[config.mk]
export PLATFORM = sky130hd
export DESIGN_NAME = pwm_multichannel_driver
export DESIGN_NICKNAME = d
export VERILOG_FILES = /design/src/rtl/pwm_multichannel_driver.sv
export SDC_FILE = /design/constraint.sdc
export NUM_CORES = 1
export LEC_CHECK = 0
export CAP_MARGIN = 20
export CORE_UTILIZATION = 35
export CTS_CLUSTER_SIZE = 24
export DETAILED_ROUTE_END_ITERATION = 12
export GPL_TIMING_DRIVEN = 0
export RECOVER_POWER = 25
export SLEW_MARGIN = 15
export SYNTH_ARGS = -nofsm -noshare
export SYNTH_HDL_FRONTEND = slang
export SYNTH_SLANG_ARGS = --single-unit
export TNS_END_PERCENT = 50
[constraint.sdc]
create_clock -name clk -period 2.1 [get_ports clk]
set_input_delay 0.42 -clock clk [delete_from_list [all_inputs] [get_ports clk]]
set_output_delay 0.42 -clock clk [all_outputs]
set_load 0.02 [all_outputs]
[src/rtl/pwm_multichannel_driver.sv]
// Multi-channel PWM driver. Duty values are written into shadow registers and
// moved to the active registers together at the end of a period.
module pwm_multichannel_driver #(
  parameter int CHANNELS   = 8,
  parameter int LEVEL_BITS = 4,
  parameter int ADDR_BITS  = (CHANNELS > 1) ? $clog2(CHANNELS) : 1,
  parameter bit OUT_INVERT = 1'b0
) (
  input  logic                  clk,
  input  logic                  rst_n,
  input  logic                  wr_en,
  input  logic [ADDR_BITS-1:0]  wr_addr,
  input  logic [LEVEL_BITS-1:0] wr_level,
  input  logic                  commit,
  input  logic                  stagger,
  output logic [CHANNELS-1:0]   pwm_out,
  output logic                  period_start,
  output logic                  commit_pending
);

  localparam logic [LEVEL_BITS-1:0] CNT_MAX = '1;

  logic [LEVEL_BITS-1:0] r_cnt;
  logic                  r_pending;
  logic                  w_transfer;
  logic [CHANNELS-1:0]   w_pwm_next;

  // A commit arriving on the last cycle of a period transfers immediately.
  assign w_transfer     = (r_cnt == CNT_MAX) && (r_pending || commit);
  assign commit_pending = r_pending;

  always_ff @(posedge clk or negedge rst_n) begin
    if (!rst_n) begin
      r_cnt        <= '0;
      r_pending    <= 1'b0;
      period_start <= 1'b0;
    end else begin
      r_cnt        <= r_cnt + LEVEL_BITS'(1);
      period_start <= (r_cnt == '0);
      if (w_transfer) begin
        r_pending <= 1'b0;
      end else if (commit) begin
        r_pending <= 1'b1;
      end
    end
  end

  for (genvar gi = 0; gi < CHANNELS; gi++) begin : g_chan
    localparam logic [LEVEL_BITS-1:0] PHASE_OFFS = LEVEL_BITS'(gi);

    logic                  w_sel;
    logic [LEVEL_BITS-1:0] w_shadow_next;
    logic [LEVEL_BITS-1:0] w_phase;
    logic [LEVEL_BITS-1:0] r_shadow;
    logic [LEVEL_BITS-1:0] r_active;

    // Addresses at or above CHANNELS match no channel and are dropped.
    assign w_sel         = wr_en && (wr_addr == ADDR_BITS'(gi));
    assign w_shadow_next = w_sel ? wr_level : r_shadow;
    assign w_phase       = stagger ? (r_cnt + PHASE_OFFS) : r_cnt;
    assign w_pwm_next[gi] = (w_phase < r_active) ^ OUT_INVERT;

    always_ff @(posedge clk or negedge rst_n) begin
      if (!rst_n) begin
        r_shadow <= '0;
        r_active <= '0;
      end else begin
        r_shadow <= w_shadow_next;
        if (w_transfer) begin
          r_active <= w_shadow_next;
        end
      end
    end
  end

  always_ff @(posedge clk or negedge rst_n) begin
    if (!rst_n) begin
      pwm_out <= {CHANNELS{OUT_INVERT}};
    end else begin
      pwm_out <= w_pwm_next;
    end
  end

endmodule
# Word-level counts from Yosys, hierarchy flattened
# Cells that the tools add are included.
totals:
  ff_bits: 78
  input_bits: 12
  out_inout_bits: 10
  elab_cells: 73
op_classes:
  n_addsub: 7
  magnitude_cmp: 8
  n_eq_ne: 8
  muxes: 17
  n_reduce_logical: 13
op_table:
  columns: ["operator", "count"]
  rows:
  - ["4-bit two-way mux", 15]
  - ["4-bit < comparator", 8]
  - ["4-bit by 3-bit adder with 4-bit output, second input constant", 4]
  - ["3-bit == test, second input constant", 4]
  - ["1-bit logical AND", 9]
  - ["4-bit by 2-bit adder with 4-bit output, second input constant", 2]
  - ["3-bit by 2-bit == test with 1-bit output, second input constant", 2]
  - ["4-bit by 1-bit adder with 4-bit output, second input constant", 1]
  - ["4-bit == test, second input constant", 1]
  - ["4-bit logical NOT", 1]
  - ["3-bit by 1-bit == test with 1-bit output, second input constant", 1]
  - ["3-bit logical NOT", 1]
  - ["1-bit two-way mux", 2]
  - ["2-bit nonzero test", 1]
  - ["1-bit logical OR", 1]

# Logic depth before layout (Yosys ltp)
# Gate-level depths: netlist (run 1).
depth:
  depth_word: 3
  depth_mapped: 10
  depth_no_buf: 9

# Least setup slack after synthesis (run 1)
# OpenSTA, ideal clock, no wires.
synth_path:
  path_type: "flip-flop to flip-flop"
  start: "register r_cnt[0]"
  end: "register pwm_out[3]"
  setup_ns: 0.078
  t_arrival_ns: 1.828
  t_required_ns: 2.022
  setup_slack_ns: 0.194
  path_stages_with_launch: 9
  n_path_buf: 1
  synth_period_minus_slack_ns: 1.906
  cell_sequence: "dfrtp_1 -> clkbuf_1 -> inv_1 -> ha_1 -> o21ai_0 -> ha_1 -> a21boi_0 -> o21ai_0 -> o2bb2ai_1"
synth_via:
  elab_chain_cells: 3
synth_rtl:
  columns: ["element", "line", "rtl"]
  rows:
  - ["start: declaration", "23", "logic [LEVEL_BITS-1:0] r_cnt;"]
  - ["start signal: assignment", "38", "r_cnt <= r_cnt + LEVEL_BITS'(1);"]
  - ["4-bit by 2-bit adder with 4-bit output", "60", "assign w_phase = stagger ? (r_cnt + PHASE_OFFS) : r_cnt;"]
  - ["4-bit two-way mux *", "60", null]
  - ["4-bit < comparator *", "61", "assign w_pwm_next[gi] = (w_phase < r_active) ^ OUT_INVERT;"]
  - ["via w_pwm_next[3]", "26", "logic [CHANNELS-1:0] w_pwm_next;"]
  - ["end signal: assignment", "78", "pwm_out <= {CHANNELS{OUT_INVERT}};"]
  - ["end signal: assignment", "80", "pwm_out <= w_pwm_next;"]
  - ["end: declaration", "16", "output logic [CHANNELS-1:0] pwm_out,"]
# The timed path passes the listed nets; every way through them passes the cells marked *.
# A chain may end at the register's enable or synchronous reset.

# Worst setup path after layout (run 1)
layout_path:
  start: "register r_cnt[1]"
  end: "register g_chan[6].r_active[1]"
layout_via:
  elab_chain_cells: 2
layout_rtl:
  columns: ["element", "line", "rtl"]
  rows:
  - ["4-bit == test", "29", "assign w_transfer = (r_cnt == CNT_MAX) && (r_pending || commit);"]
  - ["1-bit logical AND", "29", null]
  - ["end signal: assignment", "70", "r_active <= w_shadow_next;"]
  - ["end: declaration", "55", "logic [LEVEL_BITS-1:0] r_active;"]
# Every way passes these cells.

==> results of run 1 <==
## layout make-up
cell class / count / area [sq um] / share of cell area, %
plain buffers: 8 / 45.04 / 1.021
clock buffers: 11 / 141.4 / 3.204
clock inverters: 5 / 81.33 / 1.843
inverters: 29 / 108.9 / 2.467
multi-input cells: 194 / 1669 / 37.82
flip-flops and latches: 78 / 1954 / 44.29
well taps: 136 / 170.2 / 3.856
repair buffers: 23 / 242.7 / 5.500
## layer usage
metal / part of all wire, % / vias up
met1: 48 / 1130
li1: - / 1117
met5: 0 / -
met2: 48 / 29
met3: 3.1 / 7
met4: 1.2 / 0
## where the power goes
part	switching (mW)	internal [mW]
sequential	0.0912	1.80
clock	0.548	0.705
combinational	0.347	0.371
total	0.986	2.88
## critical path: cells and delay by family (launching register included)
kind                     cells  cell delay (ns)
adder cells (fa/ha/maj)      1             0.31
AO/OA/AOI/OAI                2             0.35
buffers and inverters        2             0.70
flip-flops                   1             0.50
## layout by cell type (no fill, tap or decap), types with 2 or more instances in the layout
master                            count
sky130_fd_sc_hd__clkbuf_2             2
sky130_fd_sc_hd__nor3_2               2
sky130_fd_sc_hd__clkdlybuf4s50_1     20
sky130_fd_sc_hd__o21ai_0              9
sky130_fd_sc_hd__dfrtp_2              2
sky130_fd_sc_hd__mux2_2              52
sky130_fd_sc_hd__o2bb2ai_1            8
sky130_fd_sc_hd__a21oi_1             15
sky130_fd_sc_hd__bufinv_16            2
sky130_fd_sc_hd__buf_2                2
sky130_fd_sc_hd__xnor2_1             12
sky130_fd_sc_hd__clkbuf_4             3
sky130_fd_sc_hd__inv_1               25
sky130_fd_sc_hd__ha_1                33
sky130_fd_sc_hd__inv_2                4
sky130_fd_sc_hd__dfrtp_1             76
sky130_fd_sc_hd__nand2_1             13
sky130_fd_sc_hd__clkbuf_1             2
sky130_fd_sc_hd__nand4b_1             3
sky130_fd_sc_hd__xor2_1               2
sky130_fd_sc_hd__clkbuf_8            10
sky130_fd_sc_hd__a21boi_0             9
sky130_fd_sc_hd__nor2_1              26
## state kept, by name (all words and copies together) (netlist names)
| register | cells |
|---|---|
| commit_pending | 1 |
| g_chan.r_active | 32 |
| g_chan.r_shadow | 32 |
| period_start | 1 |
| pwm_out | 8 |
| r_cnt | 4 |
## through the flow
stage	instance area, sq um	setup slack (ns)	instances	utilization [%]	total power, mW
after detailed placement	4145	-0.4392	467	40.15	2.650
final	4413	0.1179	484	42.75	3.867
after floorplan	3740	0.1944	309	-	2.382
after global routing	4413	-0.0002851	484	42.75	4.099
after global placement	4120	-2.168	466	39.91	2.613
after CTS	4384	0.03097	484	42.47	3.927
## cells by family after synthesis
group / Yosys count / synth area share (%)
mux: 52 / 15.66
simple gates: 50 / 6.323
compound gates: 44 / 7.494
buf+inv: 37 / 3.780
xor+xnor: 15 / 3.513
flops: 78 / 52.19
fa+ha+maj: 33 / 11.04
## what timing repair did
item                                    4_1_cts  5_1_grt
endpoints found under the setup margin       17       11
pin swaps                                     0        0
hold endpoints to repair                      8        0
hold buffers                                  1        0
gates resized for setup                       7       16
## worst paths after layout
kind / to / slack [ns] / from / depth (start not counted)
hold / removal: g_chan[3].r_shadow[0] / 0.50 / g_chan[3].r_shadow[0] / 1
min in group asynchronous: g_chan[3].r_shadow[3] / 0.69 / rst_n / 2
hold reg to reg: g_chan[3].r_shadow[0] / 0.50 / g_chan[3].r_shadow[0] / 1
max in group asynchronous: g_chan[1].r_active[2] / 0.69 / rst_n / 3
setup reg to reg: g_chan[6].r_active[1] / 0.12 / r_cnt[1] / 5
setup / recovery: g_chan[6].r_active[1] / 0.12 / r_cnt[1] / 5
==> results.md, run 1 <==
Status:
- The flow ran to the end, and the final reports show no timing, DRC or antenna violations.

STA:
- The final hold violation count is 0.
- After layout, the minimum clock period comes to 1.982 ns.
- For the pin with the worst max-slew slack, the measured transition is 0.8141 ns.
- Timing would allow up to 0.5045 GHz.
- Measured against its own limit, the worst slew margin works out to 45.73%.
- The portion of the clock cycle consumed by the worst path in the final layout is 94.38%.
- The count of pins over their slew limit is 0.
- The maximum clock skew at final layout is 0.009265 ns.
- Setup violations remaining at the end of the flow were counted as 0.
- The setup TNS after final layout is 0 ns.
- The worst hold-check slack is 0.4971 ns.
- Setup repair after global routing could not meet its margin everywhere.

Floorplan:
- The height of the die is 105.4 um.
- Pin placement for this block handled 22 I/O pins.
- The width of the die is 105.4 um.
- The core area is 10320 sq um.
- In this run the core area contains 37 standard-cell rows.
- The total die area is 11100 sq um.
- The effective utilization at floorplan is 36.23%.

Critical path:
- The delay of the slowest cell on the worst path is 0.50 ns.
- The nature of the critical path endpoint is a register.
- The critical path class is reg -> reg.
- The critical path data arrival time is 2.20 ns.
- The critical path goes through ha_1 -> o211ai_2 -> buf_2 -> clkbuf_2 -> a21oi_1.
- The slowest stage of the critical path is the sky130_fd_sc_hd__dfrtp_2 cell.
- The maximum fanout along the worst path is 10.
- The nature of the critical path startpoint is a register.
- STA puts the critical path data required time at 2.31 ns.

Synthesis:
- The synthesized design contains 78 register bits.
- The mapped cell area is 3740 sq um.
- The commonest cells after synthesis are sky130_fd_sc_hd__dfrtp_1, sky130_fd_sc_hd__mux2_2, sky130_fd_sc_hd__ha_1.
- The share of the Yosys chip area taken by registers is 52.19%.
- The top-area cell type share of the netlist area is 52.19%.
- In this run, synthesis inferred 0 flip-flops with an integrated enable.
- Averaged over all synthesized cells, the footprint is 12.10 sq um.
- The synthesized netlist contains 24 unique library cells.
- By instance count, the leading cell after synthesis is sky130_fd_sc_hd__dfrtp_1.
- Counting every net in the synthesized netlist gives 354.
- During synthesis, Yosys emitted a total of 0 warnings.
- The share of flip-flops with an asynchronous set or reset is 100.0%.
- By area the synthesized netlist is led by sky130_fd_sc_hd__dfrtp_1, sky130_fd_sc_hd__mux2_2, sky130_fd_sc_hd__ha_1.
- Synthesis produced a netlist whose cell count is 309.
- In the synthesized netlist the dominant register cell turns out to be sky130_fd_sc_hd__dfrtp_1.
- The most area-hungry cell type in the Yosys netlist is sky130_fd_sc_hd__dfrtp_1.

Job:
- The max-capacitance violation count is 0.

CTS:
- In this run the clock root is driven by a sky130_fd_sc_hd__clkbuf_8.
- The number of buffers between clock root and the deepest sink is 2.
- TritonCTS built the clock tree.
- TritonCTS created 9 clock buffers.
- The total number of H-tree levels is 3.
- The total number of clock tree sinks is 78.
- The clock edge transition at the registers on the reported setup and hold paths is 0.08 ns.
- The later pin in the worst-skew pair is clocked with a latency of 0.34 ns.
- Buffers added to address setup during post-CTS repair amount to 0.

Global routing:
- For this run, global-route usage on met2 was measured as 23.36%.
- The first-pass GRT wire length is 12070 um.
- Entering global routing, the biggest net connects 50 pins.
- The number of antenna violations at the first check in global routing was 0.
- The layer flagged by global routing as most heavily used is met2.
- The overflow left after global routing is 0.
- The via count of the first global-routing pass was 2343.
- The met1 routing resource usage after global routing is 19.29%.
- The total routing resource utilization after global routing is 14.52%.
- Global routing consumed, on the met3 layer, 3.525% of the routing resources.

Final layout:
- From synthesis to final layout, the design area changed by 18.00%.
- The share of final-layout standard cells stronger than drive strength 1 is 25.29%.
- Counting the fill cells in the layout gives 978.
- The number of diodes added for antenna fixing is 0.
- The number of nets in the layout is 388.

Placement:
- Routability-driven placement finished with a final weighted congestion of 0.7774.
- The half-perimeter wire length of the detailed placement result is 5171 um.
- During placement, the flow inserted port buffers numbering 21.

Route:
- The number of vias after detailed routing is 2283.
- Dividing the detail-routed via count by the number of cells gives 4.717.
- The count of antenna-violating nets left after detailed routing is 0.
- For this run, design rule violations remaining after detail routing come to 0.
- For this run, the detailed router's first-pass iteration total came to 4.
- The detailed router finished its first iteration with 67 violations.
- After detailed routing, the average wire length per cell comes to 15.09 um.
- For this block, the routed nets add up to 7304 um of wire.

Pwr:
- The leakage power of the design is 2.009 nW.
- In this run the power density over the cells is 876.2 nW/um^2.
- The peak ir drop on the vdd network is 0.3299 mV.

Hold path:
- The worst min-delay path class is reg -> reg.
Note: power is estimated with default switching activity, not from simulation.
==> inputs of run 2 (changes only) <==
--- a/config.mk
+++ b/config.mk
@@ -6,6 +6,7 @@
 export NUM_CORES = 1
 export LEC_CHECK = 0
 export CAP_MARGIN = 20
+export CORE_ASPECT_RATIO = 2
 export CORE_UTILIZATION = 35
 export CTS_CLUSTER_SIZE = 24
 export DETAILED_ROUTE_END_ITERATION = 12
==> run 2 against run 1 <==
- sequential share of layout area decreased by 1.0 points
- clock power increased by 18%
- combinational power decreased by 1%
- die area increased by 0.23%
- critical path depth unchanged
- total power increased by 5.9%
- critical endpoint is now g_chan[4].r_active[2]
- largest power group unchanged
==> results.md, run 2 (synthesized netlist as in run 1, its figures left out) <==
Final layout:
- The leading cell type in the layout, fill and taps excluded is sky130_fd_sc_hd__dfrtp_1.
- The share of final-layout standard cells stronger than drive strength 1 is 26.14% (+0.85 points).
- The area overhead of the layout relative to synthesis is 20.84%.
- The number of diodes added for antenna fixing is 0 (unchanged).
- The largest registers in the layout are g_chan.r_active (32), g_chan.r_shadow (32), pwm_out (8).
- The top cell types in the final layout, fill and taps aside, are sky130_fd_sc_hd__dfrtp_1, sky130_fd_sc_hd__mux2_2, sky130_fd_sc_hd__ha_1.
- The number of nets in the layout is 392 (+1.0%).

Critical path:
- The critical path data arrival time is 2.30 ns (+0.10 ns).
- The maximum fanout along the worst path was 6 (-4).
- STA classifies the critical path endpoint as a register.
- The critical path is of the in -> reg type.
- The worst endpoint required time is 2.31 ns (about the same).
- STA classifies the critical path startpoint as an input port.

Pwr:
- The peak ir drop on the vdd network is 0.3959 mV (+20%).
- The power density normalized to cell area is 906.4 nW/um^2 (+3.4%).
- The net switching power figure is 1.029 mW (+4.3%).
- The total power after layout is 4.096 mW (+5.9%).
- The switching share of power is 25.11% (-0.39 points).
- The combinational share of power came to 17.4% (-1.2 points).
- The leakage power of the design is 2.048 nW (+1.9%).
- The cell-internal power is 3.068 mW (+6.5%).
- The clock network fraction of total power was 36.2% (+3.8 points).
- The proportion of power drawn by flip-flops and latches is 46.5% (-2.5 points).

STA:
- The number of endpoints failing setup at the final stage is 0 (unchanged).
- The setup TNS after final layout is 0 ns (unchanged).
- The portion of the clock cycle consumed by the worst path in the final layout was 99.15% (+4.8 points).
- Setup repair after global routing could not meet its margin everywhere.
- The final hold violation count is 0 (unchanged).
- The worst hold-check slack is 0.4937 ns (-0.003443 ns).
- The final critical-path setup slack came to 0.01778 ns (-0.1001 ns).
- The count of pins over their slew limit is 0 (unchanged).
- The post-layout minimum cycle time is 2.082 ns (+0.1001 ns).
- The slew at the pin closest to its max-slew limit was 0.9599 ns (+0.1458 ns).
- The maximum clock skew at final layout came to 0.004833 ns (-0.004432 ns).
- The headroom to the max-slew limit is 36.00% (-9.7 points).
- The maximum clock rate is 0.4803 GHz (-4.8%).

Floorplan:
- The width of the die was 75.10 um (-29%).
- The row count came to 53 (+43%).
- The total die area was 11130 sq um (+0.23%).
- The core area is 10480 sq um (+1.5%).
- The effective utilization at floorplan was 35.69% (-0.53 points).
- The height of the die was 148.2 um (+41%).
- The number of top-level pins is 22 (unchanged).

Route:
- The average via count per standard cell is 4.843 (+2.7%).
- The count of antenna-violating nets left after detailed routing is 0 (unchanged).
- The number of detailed-route iterations in the first pass is 4 (unchanged).
- The mean routed wirelength per cell is 16.31 um (+8.1%).
- The overall routed net length is 7978 um (+9.2%).
- The final routed DRC violation total is 0 (unchanged).
- The number of vias after detailed routing was 2368 (+3.7%).
- The count of routing violations after the opening detailed-route iteration is 123 (+84%).

CTS:
- The total number of H-tree levels is 3 (unchanged).
- The total number of clock tree sinks is 78 (unchanged).
- TritonCTS built the clock tree.
- The cell chosen for the clock root is sky130_fd_sc_hd__clkbuf_16.
- The clock edge transition at the registers on the reported setup and hold paths is 0.06 ns (-0.02 ns).
- The number of buffers between clock root and the deepest sink is 2 (unchanged).
- The total clock buffers created by CTS came to 9 (unchanged).
- The worst-skew pair later-pin latency is 0.33 ns (about the same).

Placement:
- The minimum setup slack after placement is -0.5032 ns (-0.06400 ns).
- The weighted congestion at the end of routability-driven global placement is 0.7722 (-0.67%).
- The number of buffer cells added on primary ports is 21 (unchanged).
- The half-perimeter wire length of the detailed placement result came to 5783 um (+12%).

Global routing:
- The first-pass GRT wire length is 13040 um (+8.1%).
- The largest net degree at the start of global routing is 63 (+26%).
- The overflow left after global routing is 0 (unchanged).
- The number of antenna violations at the first check in global routing is 0 (unchanged).
- The via count of the first global-routing pass is 2468 (+5.3%).
- The total routing resource utilization after global routing is 16.40% (+1.9 points).

Job:
- The max-capacitance violation count came to 0 (unchanged).

Hold path:
- The worst min-delay path class is reg -> reg.

Status:
- The run finished with clean final reports.
==> run 2: cell count changes in the layout (fill, tap and decap cells not counted), moves of 2 or more <==
cell	delta
sky130_fd_sc_hd__clkbuf_1	+2
sky130_fd_sc_hd__inv_2	-2
sky130_fd_sc_hd__bufinv_16	-2
sky130_fd_sc_hd__buf_4	+5
sky130_fd_sc_hd__clkbuf_16	+9
sky130_fd_sc_hd__clkbuf_8	-7
sky130_fd_sc_hd__ha_1	-2
==> run 2: final cells by class <==
class | instances | area (sq um)
Fill cell | 1029 | 5958
Buffer | 8 | 45.04
Sequential cell | 78 | 1954
Timing Repair Buffer | 27 | 255.2
Clock inverter | 3 | 17.52
Clock buffer | 13 | 270.3
Multi-Input combinational cell | 194 | 1693
Tap cell | 137 | 171.4
Inverter | 29 | 112.6
==> run 2: timing repair <==
action	4_1_cts	5_1_grt
resized for setup	9	18
hold buffers	1	0
setup endpoints to repair	17	33
pin swaps	0	1
buffers inserted	0	4
cloned	0	0
endpoints found under the hold margin	16	0
==> run 2: through the flow <==
| step | utilization (%) | cell area (sq um) | cells |
|---|---|---|---|
| finish | 43.13 | 4519 | 489 |
| global route | 43.13 | 4519 | 489 |
| global placement | 39.34 | 4121 | 467 |
| CTS | 42.60 | 4463 | 485 |
| floorplan | - | 3740 | 309 |
| detailed placement | 39.57 | 4146 | 468 |
==> run 2: critical path, stage by stage <==
cell and delay, ns:
sky130_fd_sc_hd__clkdlybuf4s50_1 0.50, sky130_fd_sc_hd__nand2b_1 0.28, sky130_fd_sc_hd__nor3b_2 0.44, sky130_fd_sc_hd__mux2_2 0.40, sky130_fd_sc_hd__mux2_2 0.26
==> run 2: worst paths after layout <==
kind | from | to | slack (ns) | cells after the start
setup / recovery | wr_addr[1] | g_chan[4].r_active[2] | 0.02 | 5
hold / removal | g_chan[2].r_shadow[1] | g_chan[2].r_shadow[1] | 0.49 | 1
setup reg to reg | r_cnt[1] | g_chan[5].r_active[1] | 0.09 | 5
hold reg to reg | g_chan[2].r_shadow[1] | g_chan[2].r_shadow[1] | 0.49 | 1
max in group asynchronous | rst_n | r_cnt[1] | 0.23 | 3
min in group asynchronous | rst_n | g_chan[0].r_shadow[2] | 0.76 | 2
==> run 2: metal layers <==
layer | up-vias | routed length, um | track usage [%]
met5 | - | 0 | 0
met2 | 30 | 4519 | 28.38
met3 | 12 | 128 | 2.507
li1 | 1129 | - | -
met4 | 0 | 233 | 8.302
met1 | 1197 | 3096 | 18.93
==> run 2: power groups by stage <==
stage	registers (mW)	logic [mW]	clock network, mW
global route	1.94	0.805	1.58
finish	1.90	0.711	1.48
floorplan	1.95	0.433	0
global placement	1.92	0.688	0
detailed placement	1.93	0.724	0
CTS	1.91	0.727	1.52
==> inputs of run 3 (changes only) <==
--- a/config.mk
+++ b/config.mk
@@ -12,7 +12,7 @@
 export DETAILED_ROUTE_END_ITERATION = 12
 export GPL_TIMING_DRIVEN = 0
 export RECOVER_POWER = 25
-export SLEW_MARGIN = 15
+export SLEW_MARGIN = 5
 export SYNTH_ARGS = -nofsm -noshare
 export SYNTH_HDL_FRONTEND = slang
 export SYNTH_SLANG_ARGS = --single-unit
==> constraint.sdc (replaced) <==
create_clock -name clk -period 1.81 [get_ports clk]
set_input_delay 0.362 -clock clk [delete_from_list [all_inputs] [get_ports clk]]
set_output_delay 0.362 -clock clk [all_outputs]
set_load 0.02 [all_outputs]
==> run 3 against run 2 <==
- the run now ends with design-rule violations, negative setup slack left
- critical path depth grew 3
- register-to-register slack lost 0.13 ns
- flip-flop and latch count is the same
- count of clock-buffer cells in the layout shrank 2
- first-iteration DRC count shrank 14%
- die area is the same
- sequential power grew 16%
- clock power grew 12%
- clock skew grew 0.00071 ns
- combinational power grew 22%
- largest power group unchanged
- highest routed layer unchanged
==> results.md, run 3 (synthesized netlist as in run 1, its figures left out) <==
STA:
- The count of pins over their slew limit is 0 (unchanged).
- The final hold violation count was 0 (unchanged).
- The slew at the pin closest to its max-slew limit came to 0.9037 ns (-0.05629 ns).
- The setup TNS after final layout came to -0.2260 ns (-0.2260 ns).
- The portion of the clock cycle consumed by the worst path in the final layout is 102.1%.
- The worst hold-check slack came to 0.4929 ns (-0.0008250 ns).
- The final critical-path setup slack is -0.03745 ns (-0.05523 ns).
- Setup repair after global routing could not meet its margin everywhere.
- The worst path in the final design needs a cycle of 1.847 ns, including I/O delays and setup.
- The maximum clock skew at final layout is 0.005547 ns (+0.0007139 ns).
- The number of endpoints failing setup at the final stage is 14 (+14).
- The headroom to the max-slew limit is 39.76% (+3.8 points).
- The maximum clock rate is 0.5413 GHz.

Critical path:
- The maximum fanout along the worst path is 5 (-1).
- The endpoint of the worst register-to-register path is pwm_out[5].
- The worst endpoint required time was 2.07 ns (-0.24 ns).
- Tracing the worst setup path back leads to its startpoint at r_cnt[2].
- The setup slack on the worst flop-to-flop path is -0.04 ns (-0.13 ns).
- The worst setup path endpoint is pwm_out[5].
- In this run the critical register-to-register path is launched from r_cnt[2].
- The depth of the most critical reg-to-reg path is 8 (+3).
- The critical path is of the reg -> reg type.
- The nature of the critical path endpoint is a register.
- The critical path data arrival time came to 2.11 ns (-0.19 ns).
- The nature of the critical path startpoint is a register.

Pwr:
- The peak ir drop on the vdd network is 0.4889 mV (+23%).
- The leakage power of the design is 2.182 nW (+6.6%).
- The total power after layout is 4.739 mW (+16%).
- The power density normalized to cell area came to 988.4 nW/um^2 (+9.0%).

Route:
- The final routed DRC violation total is 1 (+1).
- The number of vias after detailed routing is 2405 (+1.6%).
- The mean routed wirelength per cell is 16.56 um (+1.5%).
- The number of detailed-route iterations in the first pass was 8 (+4).
- The average via count per standard cell is 4.810 (-0.67%).
- The overall routed net length is 8279 um (+3.8%).
- The count of antenna-violating nets left after detailed routing is 0 (unchanged).
- The count of routing violations after the opening detailed-route iteration is 106 (-14%).

Placement:
- The number of buffer cells added on primary ports was 21 (unchanged).
- The number of placed cells counting well taps is 468 (unchanged).
- The placed standard-cell area is 4141 sq um (-0.12%).
- The weighted congestion at the end of routability-driven global placement is 0.8327 (+7.8%).
- The half-perimeter wire length of the detailed placement result came to 5817 um (+0.60%).
- The minimum setup slack after placement is -0.7410 ns (-0.2378 ns).

Floorplan:
- The core area is 10480 sq um (unchanged).
- The number of top-level pins is 22 (unchanged).
- The width of the die is 75.10 um (unchanged).
- The total die area is 11130 sq um (unchanged).
- The row count is 53 (unchanged).
- The height of the die is 148.2 um (unchanged).
- The effective utilization at floorplan came to 35.69% (unchanged).

Global routing:
- The number of antenna violations at the first check in global routing came to 0 (unchanged).
- The overflow left after global routing was 0 (unchanged).
- The first-pass GRT wire length came to 13390 um (+2.6%).
- The via count of the first global-routing pass is 2553 (+3.4%).
- The total routing resource utilization after global routing is 17.00% (+0.60 points).
- The largest net degree at the start of global routing is 45 (-29%).

CTS:
- The cell chosen for the clock root is sky130_fd_sc_hd__clkbuf_16.
- The total number of H-tree levels is 3 (unchanged).
- The total number of clock tree sinks is 78 (unchanged).
- The clock edge transition at the registers on the reported setup and hold paths is 0.06 ns (about the same).
- The number of buffers between clock root and the deepest sink is 2 (unchanged).
- The total clock buffers created by CTS is 9 (unchanged).
- The TritonCTS clock tree is yes.
- The worst-skew pair later-pin latency is 0.34 ns (about the same).

Status:
- The checks that failed: design-rule violations, negative setup slack.
- The run finished, with violations left.

Final layout:
- In the final layout, the registers with the most flip-flops are g_chan.r_active (32), g_chan.r_shadow (32), pwm_out (8).
- The final cell count without fillers came to 500 (+2.2%).
- The number of nets in the layout is 404 (+3.1%).
- In the layout the commonest cells are sky130_fd_sc_hd__dfrtp_1, sky130_fd_sc_hd__mux2_2, sky130_fd_sc_hd__inv_1, sky130_fd_sc_hd__nor2_1, sky130_fd_sc_hd__ha_1.
- The utilization after layout is 45.76% (+2.6 points).
- The filler cell count is 1012 (-1.7%).
- The number of diodes added for antenna fixing is 0 (unchanged).
- Leaving out fill and tap cells, the most frequent cell in the layout is sky130_fd_sc_hd__dfrtp_1.
- The area of all placed cells without fillers is 4795 sq um (+6.1%).
- The area overhead of the layout relative to synthesis is 28.20%.
- The share of final-layout standard cells stronger than drive strength 1 is 34.99% (+8.8 points).

Hold path:
- The path class of the tightest hold or removal check is reg -> reg.

Job:
- The max-capacitance violation count is 0 (unchanged).
## run 3: where the power goes
part           internal, mW  switching, mW
sequential             2.10          0.108
clock                 0.987          0.678
combinational         0.449          0.418
total                  3.53           1.20
## run 3: area by class of cell
type | instances | area (sq um) | area share (%)
Buffer | 8 | 82.58 | 1.722
Clock inverter | 4 | 22.52 | 0.4697
Timing Repair Buffer | 39 | 352.8 | 7.359
Inverter | 29 | 123.9 | 2.584
Sequential cell | 78 | 1952 | 40.71
Tap cell | 137 | 171.4 | 3.575
Multi-Input combinational cell | 194 | 1837 | 38.31
Clock buffer | 11 | 252.7 | 5.271
## run 3: routing by layer
layer,GRT usage [%],vias up,wire length (um)
li1,-,1143,-
met1,18.38,1217,3089
met2,31.26,30,4855
met3,2.236,15,135
met4,7.925,0,199
met5,0,-,0
## run 3: how the worst min path moves through the flow
| stage | startpoint | to | slack (ns) | cells after the start |
|---|---|---|---|---|
| after floorplan | rst_n | commit_pending | 0.07 | 0 |
| after global placement | g_chan[5].r_shadow[0] | g_chan[5].r_shadow[0] | 0.48 | 1 |
| after detailed placement | rst_n | g_chan[0].r_shadow[3] | 0.35 | 1 |
| after CTS | g_chan[2].r_shadow[1] | g_chan[2].r_shadow[1] | 0.50 | 1 |
| after global routing | g_chan[5].r_shadow[2] | g_chan[5].r_shadow[2] | 0.50 | 1 |
| final | g_chan[7].r_shadow[0] | g_chan[7].r_shadow[0] | 0.49 | 1 |
## run 3: repair_timing
action | CTS | global route
setup buffers | 10 | 6
hold endpoints to repair | 4 | 0
hold buffers | 1 | 0
cloned | 0 | 0
pin swaps | 9 | 18
resized for setup | 44 | 33
endpoints found under the setup margin | 38 | 22
## run 3: critical path: stages (launching register included)
cell	delay, ns
sky130_fd_sc_hd__dfrtp_1	0.38
sky130_fd_sc_hd__clkbuf_8	0.16
sky130_fd_sc_hd__clkinvlp_4	0.16
sky130_fd_sc_hd__ha_4	0.21
sky130_fd_sc_hd__a21oi_2	0.11
sky130_fd_sc_hd__nor2_1	0.06
sky130_fd_sc_hd__xnor2_1	0.24
sky130_fd_sc_hd__ha_2	0.33
sky130_fd_sc_hd__o2bb2ai_2	0.13
